==> config.mk <==
export PLATFORM = sky130hd
export DESIGN_NAME = gba_rom_reader
export DESIGN_NICKNAME = d
export VERILOG_FILES = /design/src/rtl/gba_rom_reader.sv
export SDC_FILE = /design/constraint.sdc
export NUM_CORES = 1
export LEC_CHECK = 0
export CORE_MARGIN = 5
export CORE_UTILIZATION = 35
export CTS_BUF_LIST = sky130_fd_sc_hd__clkbuf_16
export CTS_CLUSTER_DIAMETER = 80
export DETAILED_ROUTE_END_ITERATION = 8
export SLEW_MARGIN = 30
export SYNTH_ARGS = -nofsm -noshare
export SYNTH_HDL_FRONTEND = slang
export SYNTH_SLANG_ARGS = --single-unit
==> constraint.sdc <==
create_clock -name CLK -period 3.24 [get_ports CLK]
set_input_delay 0.324 -clock CLK [delete_from_list [all_inputs] [get_ports CLK]]
set_output_delay 0.324 -clock CLK [all_outputs]
set_load 0.005 [all_outputs]
==> src/rtl/gba_rom_reader.sv <==
// GBA cartridge ROM bus initiator: one non-sequential address phase per 64K-halfword page,
// then sequential RD strobes, with each sampled halfword streamed out over valid/ready.
module gba_rom_reader #(
    parameter int T_ADDR    = 1,
    parameter int T_RD      = 4,
    parameter int T_RD_HIGH = 2
) (
    input  logic        CLK,
    input  logic        RESETB,
    input  logic        start,
    input  logic [23:0] start_addr,
    input  logic [15:0] length,
    output logic        busy,
    output logic        done,
    output logic [15:0] data_out,
    output logic        data_valid,
    input  logic        data_ready,
    output logic        CS_N,
    output logic        RD_N,
    output logic        WR_N,
    output logic [7:0]  A_HI,
    output logic [15:0] AD_OUT,
    output logic        AD_OE,
    input  logic [15:0] AD_IN
);
    typedef enum logic [2:0] {
        S_IDLE, S_ADDR, S_HOLD, S_TURN, S_RDL, S_RDH, S_END
    } state_e;

    localparam logic [7:0] ADDR_LAST = 8'(T_ADDR - 1);
    localparam logic [7:0] RD_LAST   = 8'(T_RD - 1);
    localparam logic [7:0] RDH_LAST  = 8'(T_RD_HIGH - 1);

    state_e      state_q, state_d;
    logic [7:0]  cnt_q, cnt_d;
    logic [23:0] addr_q, addr_d;
    logic [15:0] remaining_q, remaining_d;
    logic        cs_n_q, cs_n_d;
    logic        rd_n_q, rd_n_d;
    logic        ad_oe_q, ad_oe_d;
    logic [15:0] ad_out_q, ad_out_d;
    logic [7:0]  a_hi_q, a_hi_d;
    logic        busy_q, busy_d;
    logic        done_q, done_d;
    logic        data_valid_q, data_valid_d;
    logic [15:0] data_out_q, data_out_d;

    always_ff @(posedge CLK or negedge RESETB) begin
        if (!RESETB) begin
            state_q      <= S_IDLE;
            cnt_q        <= 8'd0;
            addr_q       <= 24'd0;
            remaining_q  <= 16'd0;
            cs_n_q       <= 1'b1;
            rd_n_q       <= 1'b1;
            ad_oe_q      <= 1'b0;
            ad_out_q     <= 16'd0;
            a_hi_q       <= 8'd0;
            busy_q       <= 1'b0;
            done_q       <= 1'b0;
            data_valid_q <= 1'b0;
            data_out_q   <= 16'd0;
        end else begin
            state_q      <= state_d;
            cnt_q        <= cnt_d;
            addr_q       <= addr_d;
            remaining_q  <= remaining_d;
            cs_n_q       <= cs_n_d;
            rd_n_q       <= rd_n_d;
            ad_oe_q      <= ad_oe_d;
            ad_out_q     <= ad_out_d;
            a_hi_q       <= a_hi_d;
            busy_q       <= busy_d;
            done_q       <= done_d;
            data_valid_q <= data_valid_d;
            data_out_q   <= data_out_d;
        end
    end

    always_comb begin
        state_d      = state_q;
        cnt_d        = cnt_q;
        addr_d       = addr_q;
        remaining_d  = remaining_q;
        cs_n_d       = cs_n_q;
        rd_n_d       = rd_n_q;
        ad_oe_d      = ad_oe_q;
        ad_out_d     = ad_out_q;
        a_hi_d       = a_hi_q;
        busy_d       = busy_q;
        done_d       = 1'b0;
        data_valid_d = data_valid_q;
        data_out_d   = data_out_q;

        if (data_valid_q && data_ready) begin
            data_valid_d = 1'b0;
        end

        case (state_q)
            S_IDLE: begin
                if (start) begin
                    if (length != 16'd0) begin
                        addr_d      = start_addr;
                        remaining_d = length;
                        ad_out_d    = start_addr[15:0];
                        a_hi_d      = start_addr[23:16];
                        ad_oe_d     = 1'b1;
                        busy_d      = 1'b1;
                        cnt_d       = 8'd0;
                        state_d     = S_ADDR;
                    end else begin
                        done_d = 1'b1;
                    end
                end
            end
            S_ADDR: begin
                if (cnt_q == ADDR_LAST) begin
                    cs_n_d  = 1'b0;
                    state_d = S_HOLD;
                end else begin
                    cnt_d = cnt_q + 8'd1;
                end
            end
            S_HOLD: begin
                ad_oe_d = 1'b0;
                state_d = S_TURN;
            end
            S_TURN: begin
                rd_n_d  = 1'b0;
                cnt_d   = 8'd0;
                state_d = S_RDL;
            end
            S_RDL: begin
                if (cnt_q == RD_LAST) begin
                    data_out_d   = AD_IN;
                    data_valid_d = 1'b1;
                    rd_n_d       = 1'b1;
                    addr_d       = addr_q + 24'd1;
                    remaining_d  = remaining_q - 16'd1;
                    cnt_d        = 8'd0;
                    state_d      = S_RDH;
                end else begin
                    cnt_d = cnt_q + 8'd1;
                end
            end
            S_RDH: begin
                // The cartridge's internal counter only carries through the low 16 bits,
                // so a page crossing needs a fresh non-sequential address phase.
                if (cnt_q != RDH_LAST) begin
                    cnt_d = cnt_q + 8'd1;
                end else if (!data_valid_q) begin
                    if (remaining_q == 16'd0) begin
                        state_d = S_END;
                    end else if (addr_q[15:0] == 16'd0) begin
                        cs_n_d   = 1'b1;
                        ad_out_d = addr_q[15:0];
                        a_hi_d   = addr_q[23:16];
                        ad_oe_d  = 1'b1;
                        cnt_d    = 8'd0;
                        state_d  = S_ADDR;
                    end else begin
                        rd_n_d  = 1'b0;
                        cnt_d   = 8'd0;
                        state_d = S_RDL;
                    end
                end
            end
            S_END: begin
                cs_n_d  = 1'b1;
                done_d  = 1'b1;
                busy_d  = 1'b0;
                state_d = S_IDLE;
            end
            default: begin
                state_d = S_IDLE;
            end
        endcase
    end

    assign busy       = busy_q;
    assign done       = done_q;
    assign data_out   = data_out_q;
    assign data_valid = data_valid_q;
    assign CS_N       = cs_n_q;
    assign RD_N       = rd_n_q;
    assign WR_N       = 1'b1;
    assign A_HI       = a_hi_q;
    assign AD_OUT     = ad_out_q;
    assign AD_OE      = ad_oe_q;

endmodule
# --- Yosys cells after proc, flatten, opt, wreduce, memory -nomap -nowiden ---
# Cells that the tools add are included.
word_totals:
  out_inout_bits: 47
  wordCells: 119
  latch_bits: 0
  mem_count: 0
  romBits: 0
  regBits: 97
  mem_bits_rw: 0
op_classes:
  n_mux: 61
  bitwise: 0
  div_mod_pow: 0
  n_lt_le_gt_ge: 0
  eq_ne: 20
  add_sub_neg: 3
  reduce_logical: 22
  multipliers: 0
  n_shift: 0
op_table:
  columns: ["operator", "n"]
  rows:
  - ["16-bit two-way mux", 9]
  - ["8-bit two-way mux", 13]
  - ["24-bit two-way mux", 3]
  - ["16-bit one-hot mux with 2 select lines", 2]
  - ["24-bit one-hot mux with 2 select lines", 1]
  - ["8-bit one-hot mux with 5 select lines", 1]
  - ["16-bit logical NOT", 2]
  - ["24-bit by 1-bit adder with 24-bit output (second input constant)", 1]
  - ["3-bit two-way mux", 8]
  - ["6-bit AND reduction", 4]
  - ["2-bit != test (second input constant)", 10]
  - ["3-bit one-hot mux with 6 select lines", 1]
  - ["1-bit two-way mux", 17]
  - ["8-bit one-hot mux with 2 select lines", 1]
  - ["16-bit nonzero test", 1]
  - ["16-bit by 1-bit subtractor with 16-bit output (second input constant)", 1]
  - ["7-bit AND reduction", 2]
  - ["3-bit equality test (second input constant)", 3]
  - ["1-bit one-hot mux with 3 select lines", 3]
  - ["3-bit nonzero test", 3]
  - ["8-bit by 1-bit adder with 8-bit output (second input constant)", 1]
  - ["8-bit by 2-bit equality test with 1-bit output (second input constant)", 1]
  - ["8-bit logical NOT", 1]
  - ["8-bit by 1-bit != test with 1-bit output (second input constant)", 1]
  - ["other kinds (11)", 16]

# --- Depth between registers and ports, before layout ---
# Gate-level depths: netlist (run 1).
logic_depth:
  word_depth: 6
  mapped_depth: 8

# --- Worst setup path after synthesis (run 1) ---
# Ideal clock, no wire load.
synth_timing:
  path_kind: "input to register"
  startpoint: "input length[11]"
  endpoint: "register ad_out_q[0] (netlist: AD_OUT[0])"
  setup_ps: 125
  setup_slack_ps: 884
  path_stages: 6
  arrival_time_ps: 2231
  t_required_ps: 3115
  cell_sequence: "or4_4 -> o41a_4 -> and2_4 -> nor2_4 -> buf_12 -> mux2_4"
synth_via:
  elab_chain_len: 3
synth_lines:
  columns: ["element", "line", "rtl"]
  rows:
  - ["start, declared", "12", "input logic [15:0] length,"]
  - ["16-bit nonzero test", "102", "if (length != 16'd0) begin"]
  - ["2-bit != test (no line)", null, null]
  - ["7-bit AND reduction (no line)", null, null]
  - ["end signal, assigned", "71", "ad_out_q <= ad_out_d;"]
  - ["end, declared", "41", "logic [15:0] ad_out_q, ad_out_d;"]
# Every way passes these cells.
# A chain may end at the register's enable or synchronous reset.

# --- Worst setup path in the final report (run 1) ---
layout_timing:
  startpoint: "input length[11]"
  endpoint: "register a_hi_q[3] (netlist: A_HI[3])"
layout_via:
  elab_chain_len: 3
layout_lines:
  columns: ["element", "line", "rtl"]
  rows:
  - ["16-bit nonzero test", "102", null]
  - ["2-bit != test (no line)", null, null]
  - ["7-bit AND reduction (no line)", null, null]
  - ["end signal, assigned", "72", "a_hi_q <= a_hi_d;"]
  - ["end, declared", "42", "logic [7:0] a_hi_q, a_hi_d;"]
# Every way passes these cells.

==> flow_summary.json, run 1 <==
{
  "routedWlPerCell_um": 17.02,
  "fmax_ghz": 0.3918,
  "cp_data_arrival_time_ns": 2.79,
  "endpoint_kind": "flip-flop",
  "route.met2.wl_mm": 7.132,
  "ctsResizeCount": 0,
  "fin_nets": 714,
  "netlist_area_sq_um": 5479,
  "cts-root-buf": "clkbuf_16",
  "row_count": 45,
  "synth_warnings": 0,
  "required_ns": 3.48,
  "vias": 4689,
  "critical-path-top-delay-family": "simple AND/OR/NAND/NOR gates",
  "dp_hpwl_mm": 10.43,
  "hold_ws_ns": -0.005054,
  "core_sq_um": 15260,
  "cts_tree": "built",
  "ir_drop_mv": 0.2327,
  "clkLatencyLatePin_ns": 0.35,
  "fp.dieArea_sq_um": 18260,
  "ys_ff_latch": 97,
  "cts_hold_buffers": 0,
  "routedLengthMet1_mm": 6.831,
  "setup_viol": 0,
  "finClkSkew_ns": 0.007516,
  "grt_antenna_before_repair": 0,
  "hold_viol_final": 1,
  "slew_viol_final": 0,
  "start_kind": "primary input",
  "min_period_over_period_pct": 78.77,
  "top_layer": "met4",
  "syn_nets": 618,
  "ios": 107,
  "post_route_cells_drive_above_1_share_pct": 16.56,
  "grt_max_degree": 91,
  "finalWorstSetupSlack_ns": 0.6879,
  "period_minus_slack_ns": 2.552,
  "setup_tns_ns": 0,
  "final_antenna_net_count": 0,
  "dp_slack_ns": 0.2893,
  "area_growth_pct": 28.96,
  "rsz0062_at_grt": "false",
  "hp-class": "primary input to asynchronous set/reset pin",
  "wl_met3_um": 545,
  "powerDensity_nw_per_um2": 352.9,
  "n_antenna_cell": 0,
  "outcome": "finished, violations left",
  "drtIter0Drc": 315,
  "critPathSlowestCell": "or4_4",
  "placed_cells_incl_taps": 847,
  "cts_htree_levels": 3,
  "drtPass1Iterations": 5,
  "post_cts_buffers": 0,
  "cp.buffers_inverters": 2,
  "fillers": 1448,
  "crit_fanout": 24,
  "io_buffers": 105,
  "grt_pass1_vias": 4550,
  "finalWirelength_mm": 14.69,
  "gr-usage-all-layers_pct": 16.16,
  "cts.sinks": 97,
  "viasPerCell": 5.433,
  "max_slew_margin_pct": 49.53,
  "fp.dieW_um": 135.1,
  "synthDistinctLibCells": 65,
  "start_util_pct": 35.91,
  "synthFlopType": "dfrtp_1",
  "cpPeakStageDelay_ns": 0.57,
  "cts.clk_slew.worst_paths_ns": 0.07,
  "crit_type": "primary input to flip-flop",
  "path_cells": "clkdlybuf4s50_1 -> or4_4 -> o41a_4 -> and2_4 -> nor2_4 -> buf_12 -> mux2_2",
  "leakage_uw": 0.002981,
  "maxCapViolCount": 0,
  "yosysSeqAreaShare_pct": 44.35,
  "synthArstFlopShare_pct": 100.0,
  "die_h_um": 135.1,
  "stdcell_count": 863,
  "route.detailed.drc": 0,
  "syn_inst": 551,
  "violations": "negative hold slack",
  "overflow": 0,
  "design_area_sq_um": 7066,
  "syn_avg_cell_area_sq_um": 9.944,
  "clock_path_buffers": 2,
  "numCtsBuffers": 9,
  "dpl_cell_area_sq_um": 6770,
  "grt_first_pass_wirelength_mm": 23.81,
  "synth_edf_count": 0,
  "worstMarginPinSlew_ns": 0.7570,
  "gp_congestion": 0.8389
}
worst paths after layout:
kind,from,endpoint,slack [ns],cells after the start
worst max-delay path,length[11],A_HI[3]$_DFFE_PN0P_,0.69,7
worst min-delay path,RESETB,AD_OUT[3]$_DFFE_PN0P_,-0.005,1
worst max register to register,remaining_q[0]$_DFFE_PN0P_,A_HI[3]$_DFFE_PN0P_,0.89,8
max in group asynchronous,RESETB,A_HI[5]$_DFFE_PN0P_,2.46,2
worst min register to register,A_HI[4]$_DFFE_PN0P_,A_HI[4]$_DFFE_PN0P_,0.51,1
min in group CLK,A_HI[4]$_DFFE_PN0P_,A_HI[4]$_DFFE_PN0P_,0.51,1
worst register-to-register path: stages (launching register included):
cell	delay [ns]
dfrtp_1	0.40
inv_1	0.12
ha_1	0.16
nor4b_1	0.28
nand4_1	0.30
nor3b_2	0.28
nor2_4	0.11
buf_12	0.22
mux2_2	0.36
Yosys cell counts (4+ instances only):
library cell	instances	area share, %
a211oi_1	4	0.55
a21oi_1	62	5.7
a2bb2oi_1	6	0.96
a31oi_1	8	0.91
buf_2	7	0.64
clkbuf_1	24	1.6
dfrtp_1	95	43
ha_1	7	1.6
inv_1	13	0.89
mux2_2	40	8.2
mux2_4	19	5.2
nand2_1	46	3.2
nand2b_1	7	0.80
nand3_1	20	1.8
nand4_1	17	1.9
nor2_1	35	2.4
nor3_1	6	0.55
nor4_1	7	0.80
o21ai_0	31	2.8
o22a_1	7	1.1
o22ai_1	18	2.1
o2bb2a_1	4	0.73
state kept, by name, indices dropped and copies added, names as in the netlist:
register	cells
AD_OE	1
AD_OUT	16
A_HI	8
CS_N	1
RD_N	1
addr_q	24
busy	1
cnt_q	8
data_out	16
data_valid	1
done	1
remaining_q	16
state_q	3
layer usage:
layer | GRT usage, % | vias up
li1 | - | 2249
met1 | 22.39 | 2314
met2 | 26.11 | 114
met3 | 2.459 | 12
met4 | 5.039 | 0
met5 | 0 | -
report_power, final:
group	switching (uW)	total, uW	internal [uW]
clock network	471	1070	597
registers	11.3	1240	1220
logic	74.2	190	116
cell usage in the layout (no fill, tap or decap), types with 4 or more instances in the layout:
| cell | n |
|---|---|
| mux2_2 | 40 |
| dfrtp_1 | 95 |
| nand3_1 | 20 |
| a31oi_1 | 8 |
| o21ai_0 | 31 |
| a21oi_1 | 62 |
| nor2_1 | 35 |
| buf_4 | 13 |
| clkbuf_16 | 9 |
| nor4_1 | 7 |
| ha_1 | 7 |
| nor3_1 | 6 |
| o22ai_1 | 18 |
| nand4_1 | 17 |
| nand2b_1 | 7 |
| clkdlybuf4s50_1 | 104 |
| o2bb2a_1 | 4 |
| a2bb2oi_1 | 6 |
| nand2_1 | 46 |
| o22a_1 | 7 |
| mux2_4 | 19 |
| inv_1 | 13 |
| a211oi_1 | 4 |
layout make-up:
| class | instances | area [sq um] | share of cell area [%] |
|---|---|---|---|
| inverters | 13 | 48.80 | 0.6906 |
| clock buffers | 9 | 225.2 | 3.188 |
| well taps | 211 | 264.0 | 3.736 |
| clock inverters | 7 | 70.07 | 0.9917 |
| repair buffers | 120 | 1190 | 16.84 |
| flip-flops and latches | 97 | 2430 | 34.39 |
| multi-input cells | 406 | 2838 | 40.16 |
stage by stage:
step / total power [uW] / utilization (%)
floorplan: 1311 / -
global placement: 1448 / 44.35
detailed placement: 1451 / 44.37
CTS: 2535 / 46.31
global route: 2594 / 46.31
finish: 2493 / 46.31
cell families after synthesis:
family | count (synthesis) | synth area share (%)
AOI/OAI and AO/OA | 171 | 20.26
and+or+nand+nor | 166 | 15.83
DFF | 97 | 44.35
muxes | 61 | 13.79
buffers and inverters | 48 | 4.111
adders and majority gates | 7 | 1.598
other | 1 | 0.06844
No activity file was read; power rests on OpenSTA's default activity.
==> run 2, diff against run 1 <==
==> constraint.sdc (replaced) <==
create_clock -name CLK -period 2.65 [get_ports CLK]
set_input_delay 0.265 -clock CLK [delete_from_list [all_inputs] [get_ports CLK]]
set_output_delay 0.265 -clock CLK [all_outputs]
set_load 0.005 [all_outputs]
==> flow_summary.json, run 2 (synthesis gave the netlist of run 1 again) <==
{
  "period_minus_slack_ns": 2.427,
  "fin_nets": 737,
  "post_route_cells_drive_above_1_share_pct": 19.56,
  "final_common_cell": "clkdlybuf4s50_1",
  "start_util_pct": 35.91,
  "cp.buffers_inverters": 2,
  "crit_type": "primary input to flip-flop",
  "start_kind": "primary input",
  "n_antenna_cell": 0,
  "core_sq_um": 15260,
  "fp.dieArea_sq_um": 18260,
  "largest_reg_flops": 24,
  "dp_hpwl_mm": 10.75,
  "fmax_ghz": 0.4120,
  "outcome": "finished clean",
  "hp-class": "primary input to asynchronous set/reset pin",
  "grt_antenna_before_repair": 0,
  "clock_path_buffers": 2,
  "clkLatencyLatePin_ns": 0.35,
  "route.met2.wl_mm": 7.315,
  "path_cells": "clkdlybuf4s50_1 -> or4_4 -> o41a_4 -> and2_4 -> nor2_4 -> buf_12 -> mux2_2",
  "finClkSkew_ns": 0.006896,
  "finalWorstSetupSlack_ns": 0.2227,
  "cp_data_arrival_time_ns": 2.67,
  "grt_first_pass_wirelength_mm": 24.42,
  "endpoint_kind": "flip-flop",
  "top_layer": "met4",
  "critPathSlowestCell": "or4_4",
  "final_cell_mix": "clkdlybuf4s50_1, dfrtp_1, a21oi_1",
  "powerDensity_nw_per_um2": 426.5,
  "cts_tree": "built",
  "cts.sinks": 97,
  "row_count": 45,
  "die_h_um": 135.1,
  "leakage_uw": 0.003116,
  "total_power_uw": 3105,
  "min_period_over_period_pct": 91.60,
  "gr-usage-all-layers_pct": 16.55,
  "required_ns": 2.89,
  "wl_met3_um": 571,
  "gp_congestion": 0.8664,
  "slew_viol_final": 0,
  "maxCapViolCount": 0,
  "vias": 4764,
  "largest-register": "addr_q",
  "cpPeakStageDelay_ns": 0.56,
  "dp_slack_ns": -0.1956,
  "worstMarginPinSlew_ns": 0.9094,
  "cts-root-buf": "clkbuf_16",
  "cts_htree_levels": 3,
  "area_growth_pct": 32.91,
  "drtIter0Drc": 312,
  "ios": 107,
  "viasPerCell": 5.377,
  "io_buffers": 105,
  "fillers": 1430,
  "hold_viol_final": 0,
  "route.detailed.drc": 0,
  "routedWlPerCell_um": 17.03,
  "final_antenna_net_count": 0,
  "ctsResizeCount": 0,
  "crit_fanout": 24,
  "critical-path-top-delay-family": "simple AND/OR/NAND/NOR gates",
  "setup_viol": 0,
  "finalWirelength_mm": 15.09,
  "hold_ws_ns": 0.4393,
  "cts.clk_slew.worst_paths_ns": 0.07,
  "max_slew_margin_pct": 38.71,
  "numCtsBuffers": 9,
  "fp.dieW_um": 135.1,
  "setup_tns_ns": 0,
  "rsz0062_at_grt": "false",
  "drtPass1Iterations": 4,
  "grt_max_degree": 91,
  "ir_drop_mv": 0.2952,
  "routedLengthMet1_mm": 6.944,
  "overflow": 0,
  "grt_pass1_vias": 4818
}
[run 2: layer usage]
layer	vias to the layer above	track usage, %
met2	116	27.68
met1	2322	21.68
li1	2308	-
met4	0	6.103
met5	-	0
met3	18	2.571
[run 2: cell type report]
class,count,area (sq um),area share [%]
clock buffer,9,225.2,3.093
inverter,13,48.80,0.6701
sequential,97,2430,33.37
clock inverter,7,77.57,1.065
multi-input combinational,406,2838,38.97
timing repair buffer,143,1399,19.21
tap,211,264.0,3.625
[run 2: power breakdown]
| group | internal [uW] | switching, uW |
|---|---|---|
| combinational | 151 | 92.5 |
| clock | 741 | 612 |
| sequential | 1500 | 13.2 |
| total | 2390 | 718 |
[run 2: worst register-to-register path: stages, from the launching register on]
cell     delay [ns]
dfrtp_1        0.40
inv_1          0.12
ha_1           0.17
nor4b_1        0.31
nand4_1        0.30
nor3b_2        0.37
nor2_4         0.06
buf_12         0.18
mux2_4         0.33
[run 2: final timing paths]
path,from,endpoint,slack (ns),cells past startpoint
worst max-delay path,length[11],A_HI[1]$_DFFE_PN0P_,0.22,7
worst min-delay path,RESETB,AD_OUT[6]$_DFFE_PN0P_,0.44,2
worst max register to register,addr_q[0]$_DFFE_PN0P_,A_HI[4]$_DFFE_PN0P_,0.31,8
worst min register to register,data_out[2]$_DFFE_PN0P_,data_out[2]$_DFFE_PN0P_,0.51,1
max in group asynchronous,RESETB,remaining_q[14]$_DFFE_PN0P_,1.51,3
min in group CLK,data_ready,data_valid$_DFF_PN0_,0.47,2
[run 2: timing repair]
item                      in CTS  in global routing
hold endpoints to repair      40                  0
setup buffers                  0                  0
hold buffers                   1                  0
[run 2: through the flow]
| step | utilization, % | cell area (sq um) | cells |
|---|---|---|---|
| 4_1_cts | 47.72 | 7282 | 886 |
| 6_report | 47.72 | 7282 | 886 |
| 2_1_floorplan | - | 5479 | 551 |
| 3_3_place_gp | 45.67 | 6969 | 869 |
| 3_5_place_dp | 45.67 | 6969 | 869 |
| 5_1_grt | 47.72 | 7282 | 886 |
==> run 3, diff against run 2 <==
--- a/config.mk
+++ b/config.mk
@@ -14,3 +14,4 @@
 export SYNTH_ARGS = -nofsm -noshare
 export SYNTH_HDL_FRONTEND = slang
 export SYNTH_SLANG_ARGS = --single-unit
+export TNS_END_PERCENT = 30
==> results of run 3 <==
Same layout as run 2: the final DEF is identical, and so are final timing and power.
